<file path="src/rtl/serdesphy_pcs_pkg.sv">
// ---------------------------------------------------------------------------
// serdesphy_pcs_pkg
//
// Constants and types shared by the PCS framing blocks (the TX framer and
// the RX deframer). A frame is 10 bits wide, and its first serial bit is bit 9:
//   [9:8] header  (HDR_DATA or HDR_IDLE)
//   [7:4] nibble N
//   [3:0] ~N      (check nibble)
// An idle frame always carries N = IDLE_NIBBLE.
//
// No ports (package).
// ---------------------------------------------------------------------------
package serdesphy_pcs_pkg;

    localparam int          FRAME_W     = 10;
    localparam logic [1:0]  HDR_DATA    = 2'b10;
    localparam logic [1:0]  HDR_IDLE    = 2'b01;
    localparam logic [3:0]  IDLE_NIBBLE = 4'h5;

    // Alignment state; the encoding is visible on the rx_state port.
    typedef enum logic [1:0] {
        ST_HUNT   = 2'd0,
        ST_VERIFY = 2'd1,
        ST_LOCKED = 2'd2
    } rx_state_e;

    // Assembles a complete frame from a header and a payload nibble.
    function automatic logic [FRAME_W-1:0] build_frame(input logic [1:0] hdr,
                                                       input logic [3:0] nibble);
        return {hdr, nibble, ~nibble};
    endfunction

endpackage

</file>
<file path="src/rtl/serdesphy_frame_check.sv">
// ---------------------------------------------------------------------------
// serdesphy_frame_check
//
// Purely combinational check of one 10-bit candidate window.
//
// Ports:
//   window   in  FRAME_W  candidate frame, bit 9 = first received bit
//   good     out 1        legal header, check nibble matches, and an idle
//                         frame carries IDLE_NIBBLE
//   is_data  out 1        header is HDR_DATA
//   is_idle  out 1        header is HDR_IDLE and the nibble is IDLE_NIBBLE
//   nibble   out 4        payload nibble N
//
// Deserializer errors are not visible here; the deframer folds them in.
// ---------------------------------------------------------------------------
module serdesphy_frame_check
    import serdesphy_pcs_pkg::*;
(
    input  logic [FRAME_W-1:0] window,
    output logic               good,
    output logic               is_data,
    output logic               is_idle,
    output logic [3:0]         nibble
);

    logic [1:0] hdr;
    logic [3:0] chk;
    logic       check_ok;

    always_comb begin
        hdr      = window[9:8];
        nibble   = window[7:4];
        chk      = window[3:0];
        check_ok = (chk == ~nibble);
        is_data  = (hdr == HDR_DATA);
        is_idle  = (hdr == HDR_IDLE) && (nibble == IDLE_NIBBLE);
        good     = check_ok && (is_data || is_idle);
    end

endmodule

</file>
<file path="src/rtl/serdesphy_rx_deframer.sv">
// ---------------------------------------------------------------------------
// serdesphy_rx_deframer
//
// RX frame alignment for the PHY, in the 240 MHz recovered-clock domain.
// The block searches the serial bit stream for 10-bit frame boundaries
// (HUNT). It confirms a boundary over LOCK_CNT good frames (VERIFY). While
// LOCKED it delivers data nibbles and idle strobes, and it counts bad frames.
//
// Parameters:
//   LOCK_CNT  consecutive good frames needed to lock (2..15)
//   LOSS_CNT  consecutive bad frames in LOCKED that drop alignment (1..15)
//
// Ports:
//   clk_240m_rx      in  1  RX clock from the CDR
//   rst_n_240m_rx    in  1  asynchronous active-low reset
//   rx_en            in  1  0 = synchronous clear, outputs held at reset values
//   rx_align_rst     in  1  synchronous restart of the hunt
//   rx_serial_data   in  1  serial bit, frame MSB first
//   rx_serial_valid  in  1  bit qualifier
//   rx_serial_error  in  1  deserializer error on the current bit
//   rx_word          out 4  last delivered data nibble (held)
//   rx_word_valid    out 1  one-cycle strobe for rx_word
//   rx_idle          out 1  one-cycle strobe for a good idle frame in LOCKED
//   rx_aligned       out 1  high while LOCKED
//   align_lost       out 1  one-cycle pulse when bad frames drop alignment
//   frame_err_cnt    out 8  bad frames seen in LOCKED, saturating at 255
//   rx_state         out 2  HUNT=0, VERIFY=1, LOCKED=2
// ---------------------------------------------------------------------------
module serdesphy_rx_deframer
    import serdesphy_pcs_pkg::*;
#(
    parameter int LOCK_CNT = 4,
    parameter int LOSS_CNT = 3
)
(
    input  logic       clk_240m_rx,
    input  logic       rst_n_240m_rx,
    input  logic       rx_en,
    input  logic       rx_align_rst,
    input  logic       rx_serial_data,
    input  logic       rx_serial_valid,
    input  logic       rx_serial_error,
    output logic [3:0] rx_word,
    output logic       rx_word_valid,
    output logic       rx_idle,
    output logic       rx_aligned,
    output logic       align_lost,
    output logic [7:0] frame_err_cnt,
    output logic [1:0] rx_state
);

    localparam logic [3:0] LOCK_TGT  = 4'(LOCK_CNT);
    localparam logic [3:0] LOSS_TGT  = 4'(LOSS_CNT);
    localparam logic [3:0] FILL_FULL = 4'd10;
    localparam logic [3:0] LAST_BIT  = 4'd9;

    rx_state_e          state_q, state_d;
    logic [FRAME_W-1:0] sr_q, sr_d;
    logic [3:0]         fill_q, fill_d;
    logic [3:0]         bit_cnt_q, bit_cnt_d;
    logic [3:0]         good_cnt_q, good_cnt_d;
    logic [3:0]         bad_cnt_q, bad_cnt_d;
    logic               err_q, err_d;

    logic [3:0]         rx_word_q, rx_word_d;
    logic               rx_word_valid_q, rx_word_valid_d;
    logic               rx_idle_q, rx_idle_d;
    logic               rx_aligned_q, rx_aligned_d;
    logic               align_lost_q, align_lost_d;
    logic [7:0]         frame_err_cnt_q, frame_err_cnt_d;

    logic [FRAME_W-1:0] window;
    logic               win_good;
    logic               win_is_data;
    logic               win_is_idle;
    logic [3:0]         win_nibble;
    logic               frame_end;
    logic               frame_good;
    logic               locked_eval;

    // The window includes the bit arriving this cycle, so a frame is judged
    // on the same edge that samples its last bit.
    assign window = {sr_q[8:0], rx_serial_data};

    serdesphy_frame_check u_frame_check (
        .window  (window),
        .good    (win_good),
        .is_data (win_is_data),
        .is_idle (win_is_idle),
        .nibble  (win_nibble)
    );

    // err_q accumulates the errors of bits 9..1 of the current frame. The
    // last bit's error comes in directly.
    assign frame_end   = (bit_cnt_q == LAST_BIT);
    assign frame_good  = win_good && !err_q && !rx_serial_error;
    assign locked_eval = rx_serial_valid && (state_q == ST_LOCKED) && frame_end;

    always_ff @(posedge clk_240m_rx or negedge rst_n_240m_rx) begin
        if (!rst_n_240m_rx) begin
            state_q         <= ST_HUNT;
            sr_q            <= '0;
            fill_q          <= '0;
            bit_cnt_q       <= '0;
            good_cnt_q      <= '0;
            bad_cnt_q       <= '0;
            err_q           <= 1'b0;
            rx_word_q       <= '0;
            rx_word_valid_q <= 1'b0;
            rx_idle_q       <= 1'b0;
            rx_aligned_q    <= 1'b0;
            align_lost_q    <= 1'b0;
            frame_err_cnt_q <= '0;
        end else begin
            state_q         <= state_d;
            sr_q            <= sr_d;
            fill_q          <= fill_d;
            bit_cnt_q       <= bit_cnt_d;
            good_cnt_q      <= good_cnt_d;
            bad_cnt_q       <= bad_cnt_d;
            err_q           <= err_d;
            rx_word_q       <= rx_word_d;
            rx_word_valid_q <= rx_word_valid_d;
            rx_idle_q       <= rx_idle_d;
            rx_aligned_q    <= rx_aligned_d;
            align_lost_q    <= align_lost_d;
            frame_err_cnt_q <= frame_err_cnt_d;
        end
    end

    // Next-state and alignment counters.
    always_comb begin
        state_d    = state_q;
        sr_d       = sr_q;
        fill_d     = fill_q;
        bit_cnt_d  = bit_cnt_q;
        good_cnt_d = good_cnt_q;
        bad_cnt_d  = bad_cnt_q;
        err_d      = err_q;

        if (!rx_en) begin
            state_d    = ST_HUNT;
            sr_d       = '0;
            fill_d     = '0;
            bit_cnt_d  = '0;
            good_cnt_d = '0;
            bad_cnt_d  = '0;
            err_d      = 1'b0;
        end else if (rx_align_rst) begin
            // A serial bit in this cycle is dropped on purpose. sr keeps its
            // stale contents, but fill = 0 ensures that no stale bit reaches
            // a tested window.
            state_d    = ST_HUNT;
            fill_d     = '0;
            bit_cnt_d  = '0;
            good_cnt_d = '0;
            bad_cnt_d  = '0;
            err_d      = 1'b0;
        end else if (rx_serial_valid) begin
            sr_d = window;
            unique case (state_q)
                ST_HUNT: begin
                    // An errored bit must fall out of the window before
                    // the hunt can test windows again.
                    if (rx_serial_error) begin
                        fill_d = '0;
                    end else if ((fill_q >= LAST_BIT) && win_good) begin
                        state_d    = ST_VERIFY;
                        good_cnt_d = 4'd1;
                        bit_cnt_d  = '0;
                        err_d      = 1'b0;
                        fill_d     = '0;
                    end else if (fill_q != FILL_FULL) begin
                        fill_d = fill_q + 4'd1;
                    end
                end
                ST_VERIFY: begin
                    if (frame_end) begin
                        bit_cnt_d = '0;
                        err_d     = 1'b0;
                        if (frame_good) begin
                            if ((good_cnt_q + 4'd1) == LOCK_TGT) begin
                                state_d   = ST_LOCKED;
                                bad_cnt_d = '0;
                            end else begin
                                good_cnt_d = good_cnt_q + 4'd1;
                            end
                        end else begin
                            // The window is already full, so the hunt can
                            // slide from the next bit on.
                            state_d    = ST_HUNT;
                            fill_d     = FILL_FULL;
                            good_cnt_d = '0;
                        end
                    end else begin
                        bit_cnt_d = bit_cnt_q + 4'd1;
                        err_d     = err_q | rx_serial_error;
                    end
                end
                ST_LOCKED: begin
                    if (frame_end) begin
                        bit_cnt_d = '0;
                        err_d     = 1'b0;
                        if (frame_good) begin
                            bad_cnt_d = '0;
                        end else if ((bad_cnt_q + 4'd1) == LOSS_TGT) begin
                            state_d    = ST_HUNT;
                            fill_d     = FILL_FULL;
                            bad_cnt_d  = '0;
                            good_cnt_d = '0;
                        end else begin
                            bad_cnt_d = bad_cnt_q + 4'd1;
                        end
                    end else begin
                        bit_cnt_d = bit_cnt_q + 4'd1;
                        err_d     = err_q | rx_serial_error;
                    end
                end
                default: begin
                    state_d = ST_HUNT;
                end
            endcase
        end
    end

    // Registered outputs. Only a frame judged while already LOCKED is
    // delivered, so the frame that completes lock produces no strobe.
    always_comb begin
        rx_word_d       = rx_word_q;
        rx_word_valid_d = 1'b0;
        rx_idle_d       = 1'b0;
        align_lost_d    = 1'b0;
        frame_err_cnt_d = frame_err_cnt_q;
        rx_aligned_d    = (state_d == ST_LOCKED);

        if (!rx_en) begin
            rx_word_d       = '0;
            frame_err_cnt_d = '0;
        end else if (!rx_align_rst && locked_eval) begin
            if (frame_good) begin
                if (win_is_data) begin
                    rx_word_d       = win_nibble;
                    rx_word_valid_d = 1'b1;
                end else if (win_is_idle) begin
                    rx_idle_d = 1'b1;
                end
            end else begin
                if (frame_err_cnt_q != 8'hFF) begin
                    frame_err_cnt_d = frame_err_cnt_q + 8'd1;
                end
                if ((bad_cnt_q + 4'd1) == LOSS_TGT) begin
                    align_lost_d = 1'b1;
                end
            end
        end
    end

    assign rx_word       = rx_word_q;
    assign rx_word_valid = rx_word_valid_q;
    assign rx_idle       = rx_idle_q;
    assign rx_aligned    = rx_aligned_q;
    assign align_lost    = align_lost_q;
    assign frame_err_cnt = frame_err_cnt_q;
    assign rx_state      = state_q;

endmodule

</file>
<file path="config.mk">
export PLATFORM = sky130hd
export DESIGN_NAME = serdesphy_rx_deframer
export DESIGN_NICKNAME = d
export VERILOG_FILES = /design/src/rtl/serdesphy_pcs_pkg.sv /design/src/rtl/serdesphy_frame_check.sv /design/src/rtl/serdesphy_rx_deframer.sv
export SDC_FILE = /design/constraint.sdc
export NUM_CORES = 1
export LEC_CHECK = 0
export CAP_MARGIN = 20
export CORE_UTILIZATION = 30
export CTS_CLUSTER_SIZE = 28
export DETAILED_ROUTE_END_ITERATION = 8
export GPL_TIMING_DRIVEN = 0
export MAX_ROUTING_LAYER = met4
export PLACE_DENSITY_LB_ADDON = 0.25
export SLEW_MARGIN = 20
export SYNTH_ARGS = -nofsm -noshare
export SYNTH_HDL_FRONTEND = slang
export SYNTH_HIERARCHICAL = 1
export SYNTH_SLANG_ARGS = --single-unit
export TNS_END_PERCENT = 100
</file>
<file path="constraint.sdc">
create_clock -name clk_240m_rx -period 4.03 [get_ports clk_240m_rx]
set_input_delay 0.806 -clock clk_240m_rx [delete_from_list [all_inputs] [get_ports clk_240m_rx]]
set_output_delay 0.806 -clock clk_240m_rx [all_outputs]
set_load 0.005 [all_outputs]
</file>
==> results of run 1 <==
## cell usage after synthesis, drive strengths merged (2+ instances only)
cell	number
mux2i	8
nand4	4
or3	2
xor2	7
a31oi	5
and3b	2
clkbuf	6
nand2b	6
o311ai	2
or4b	2
nor2b	8
o311a	2
xnor2	4
and3	2
ha	15
a41oi	3
or4	2
a21oi	6
buf	9
o21ai	15
a311oi	2
o32ai	3
a31o	2
and2	8
nor4	6
a21boi	11
inv	17
nand3	9
o21a	2
nor3	8
nor3b	5
nor2	11
nand2	35
dfrtp	44
nand3b	4
## final timing paths
check / to / depth (start not counted)
setup reg to reg: fill_q[2] / 9
max in group asynchronous: bad_cnt_q[0] / 2
setup / recovery: fill_q[2] / 10
hold reg to reg: bit_cnt_q[0] / 1
hold / removal: sr_q[4] / 1
min in group clk_240m_rx: bit_cnt_q[0] / 1
## state kept, by name (all words and copies together) (netlist names)
name,count
rx_aligned,1
fill_q,4
good_cnt_q,4
bit_cnt_q,4
rx_state,2
rx_word_valid,1
rx_idle,1
err_q,1
frame_err_cnt,8
sr_q,9
align_lost,1
rx_word,4
bad_cnt_q,4
## final cells by class
cell class	count	area share, %
multi-input combinational	216	45.9
sequential	44	33.7
timing repair buffer	25	7.82
tap	108	4.14
clock buffer	7	2.95
buffer	15	2.57
inverter	17	1.95
clock inverter	1	0.920
## cell families after synthesis
group,synth area share [%]
AO/OA/AOI/OAI,17.5
XOR/XNOR,3.51
multiplexers,2.91
adder cells (fa/ha/maj),6.83
AND/OR/NAND/NOR,23.8
flip-flops,40.1
buffers and inverters,5.37
## critical path: cells and delay by family
family | cells | cell delay [ns]
and+or+nand+nor | 3 | 0.98
buffers and inverters | 2 | 0.57
AOI/OAI and AO/OA | 4 | 0.88
xor gates and xnor gates | 1 | 0.14
## routing by layer
layer  vias up  wire length (µm)  GRT usage [%]
met3         2               183           2.09
met2        37              2750           21.4
li1       1107                 -              -
met5         -                 0              -
met1      1065              3100           18.9
met4         0                34           2.80
## power by group
part / internal (mW) / switching (mW) / leakage, nW
Combinational: 0.0176 / 0.0322 / 0.646
Sequential: 0.443 / 0.00190 / 0.614
Clock: 0.219 / 0.160 / 0.0645
Total: 0.679 / 0.194 / 1.32
==> metrics list, run 1 <==
- Post-CTS resize count: 0
- Remaining antenna violation count after routing: 0
* CTS tree: yes
* Nets: 346
- Core Util, Final: 37.1%
- Area delta synth->final: 18.8%
- Among the stages of the critical path, the cell type that occurs most often is o21a_1.
- DRC violation total after the first TritonRoute iteration: 123
- Startpoint types: input port
- Cell type with the largest total area after synthesis: dfrtp_1
* Fraction of the yosys area taken by sequential cells: 40.1%
- The number of nets handed over by synthesis was 314.
- Wire length per cell: 14.0 µm
* Setup Slack @ Placement: 0.573 ns
- The synthesized design devotes to its leading area cell type 40.1% of total area.
- At the end of routability-driven placement, the weighted congestion stood at 0.796.
* Data arrival, critical path: 3.38 ns
- Port buffering added 24 buffers.
- Number of global-route vias before repair: 2121
* Max-cap check violation count: 0
- The die covers 9550 µm².
- Number of buffers added by the clock tree synthesis step: 5
* I/O pin total: 25
- The largest single stage delay on the critical path is 0.54 ns.
- The Yosys step of the flow raised 6 warnings.
- Critical R2R Launch: sr_q[6]
- Row Count: 34
- Dpl cells: 425
* Slew @ Worst Pin: 0.508 ns
- Die outline height: 97.7 µm
- Synthesized area: 2750 µm²
- After detailed routing, the total wire length is 6070 µm.
- Initial antenna violation count: 0
* Slowest cell on the critical path: or3b_2
* Wire length of the first global-routing pass: 10400 µm
* Half-perimeter wire length after detailed placement: 4410 µm
* Horizontal extent of the die: 97.7 µm
- Proportion of layout cells with a drive suffix above 1: 8.62%
- The total overflow left after global routing is 0.
- Power spread over the standard cell area amounts to 268 nW/µm².
* Cell at the root of the clock tree: clkbuf_8
- Worst clock skew: 0.00420 ns
- The most critical setup path has its startpoint at rx_serial_data.
* Cell types occupying the most area after synthesis: dfrtp_1 40%, ha_1 6.8%, nand2_1 4.8%, a21boi_0 3.0%, mux2i_1 2.9%
* Most used cells in the layout excluding fill and tap cells: 44 x dfrtp_1, 35 x nand2_1, 23 x clkdlybuf4s50_1
* Sort of element at the end of the critical path: register
- Pin count of the biggest net entering global routing: 27
- CTS built an H-tree with a depth of 2.
- The completed layout was analyzed and its total power is 0.874 mW.
* Tightest Hold Check Type: input port to asynchronous set/reset pin
- Using the TritonRoute via totals, the vias-per-cell ratio works out to 5.11.
- In the finished design, the share of the clock period the worst path needs comes to 79.2%.
- Number of enable-type register cells in the synthesized netlist: 0
- Synthesis handed over a netlist of 292 instances.
- CTS saw 44 sinks.
* Clock transition at the register clock pins on the worst setup and hold paths after CTS: 0.09 ns
- Maximum buffer depth of the clock tree: 2
- Final-layout worst hold slack: 0.460 ns
- Fill cell count: 903
- After synthesis, the netlist uses 59 different library cells.
- Worst slew margin relative to its limit: 66.1%
- The worst setup path is of the input port to register kind.
- Smallest setup slack after layout: 0.837 ns
* Antenna Diode Count: 0
- In the final layout, flip-flops and latches occupy 1100 µm².
- The multi-input combinational cells in the finished layout cover a total of 1500 µm².
- Pins Over Slew Limit: 0
- The smallest clock period supported by the final layout is computed as 3.19 ns.
- Run status: completed
- Share of flip-flops with an asynchronous set or reset: 100%
- Traced cell by cell, the critical path runs through clkdlybuf4s50_1 -> xnor2_1 -> nor4_2 -> o21a_1 -> or3b_2 -> nand2_1 -> o21a_1 -> buf_6 -> o21ai_1 -> a41o_1.
* Total cell area at the placement stage: 3140 µm²
* Final-report hold violation count: 0
- Worst path required time: 4.22 ns
- Synthesized flop and latch total: 44
* Vias after detailed routing: 2211
* Core Footprint: 8810 µm²
- Leaving out filler cells and counting taps, the final layout contains 433.
- Highest fanout seen on the critical path: 10
* Fmax achieved: 313 MHz
* Design area: 3260 µm²
* Most common cell after layout, fill and taps aside: dfrtp_1
* DRC violations left: 0
- In the synthesized netlist the dominant register cell turns out to be dfrtp_1.
- Setup repair after global routing left no endpoint under its margin.
- Hold buffer count at cts: 0
- VDD IR max: 144 µV
- Number of optimization iterations in the first detailed-route pass: 4
- In the global route stage, overall resource usage came out at 13.7%.
- Starting density of the core: 31.2%
- For the final routed database, the setup TNS stands at 0 ns.
- At the later pin of the worst-skew pair, clock insertion delay measures 0.29 ns.
- Setup violations remaining at the end of the flow were counted as 0.
- Register-to-register setup slack: 1.30 ns
* Post-Synthesis Mean Instance Area: 9.41 µm²
- Number of setup buffers added after CTS: 0
- Summed over all cells, the static leakage comes to 1.32 nW.
(Power assumes the default switching activity.)
==> inputs of run 2 (changes only) <==
==> constraint.sdc (replaced) <==
create_clock -name clk_240m_rx -period 3.34 [get_ports clk_240m_rx]
set_input_delay 0.668 -clock clk_240m_rx [delete_from_list [all_inputs] [get_ports clk_240m_rx]]
set_output_delay 0.668 -clock clk_240m_rx [all_outputs]
set_load 0.005 [all_outputs]
==> results of run 2 <==
Same layout as run 1 (identical final DEF). Status: completed.
Main changes from that run: setup slack after placement 0.573 ns -> 0.0213 ns; setup slack after layout 0.837 ns -> 0.285 ns; hold slack 0.460 ns -> 0.322 ns; register-to-register setup slack 1.30 ns -> 0.61 ns; total power 0.874 mW -> 1.05 mW; worst IR drop on VDD 144 µV -> 173 µV
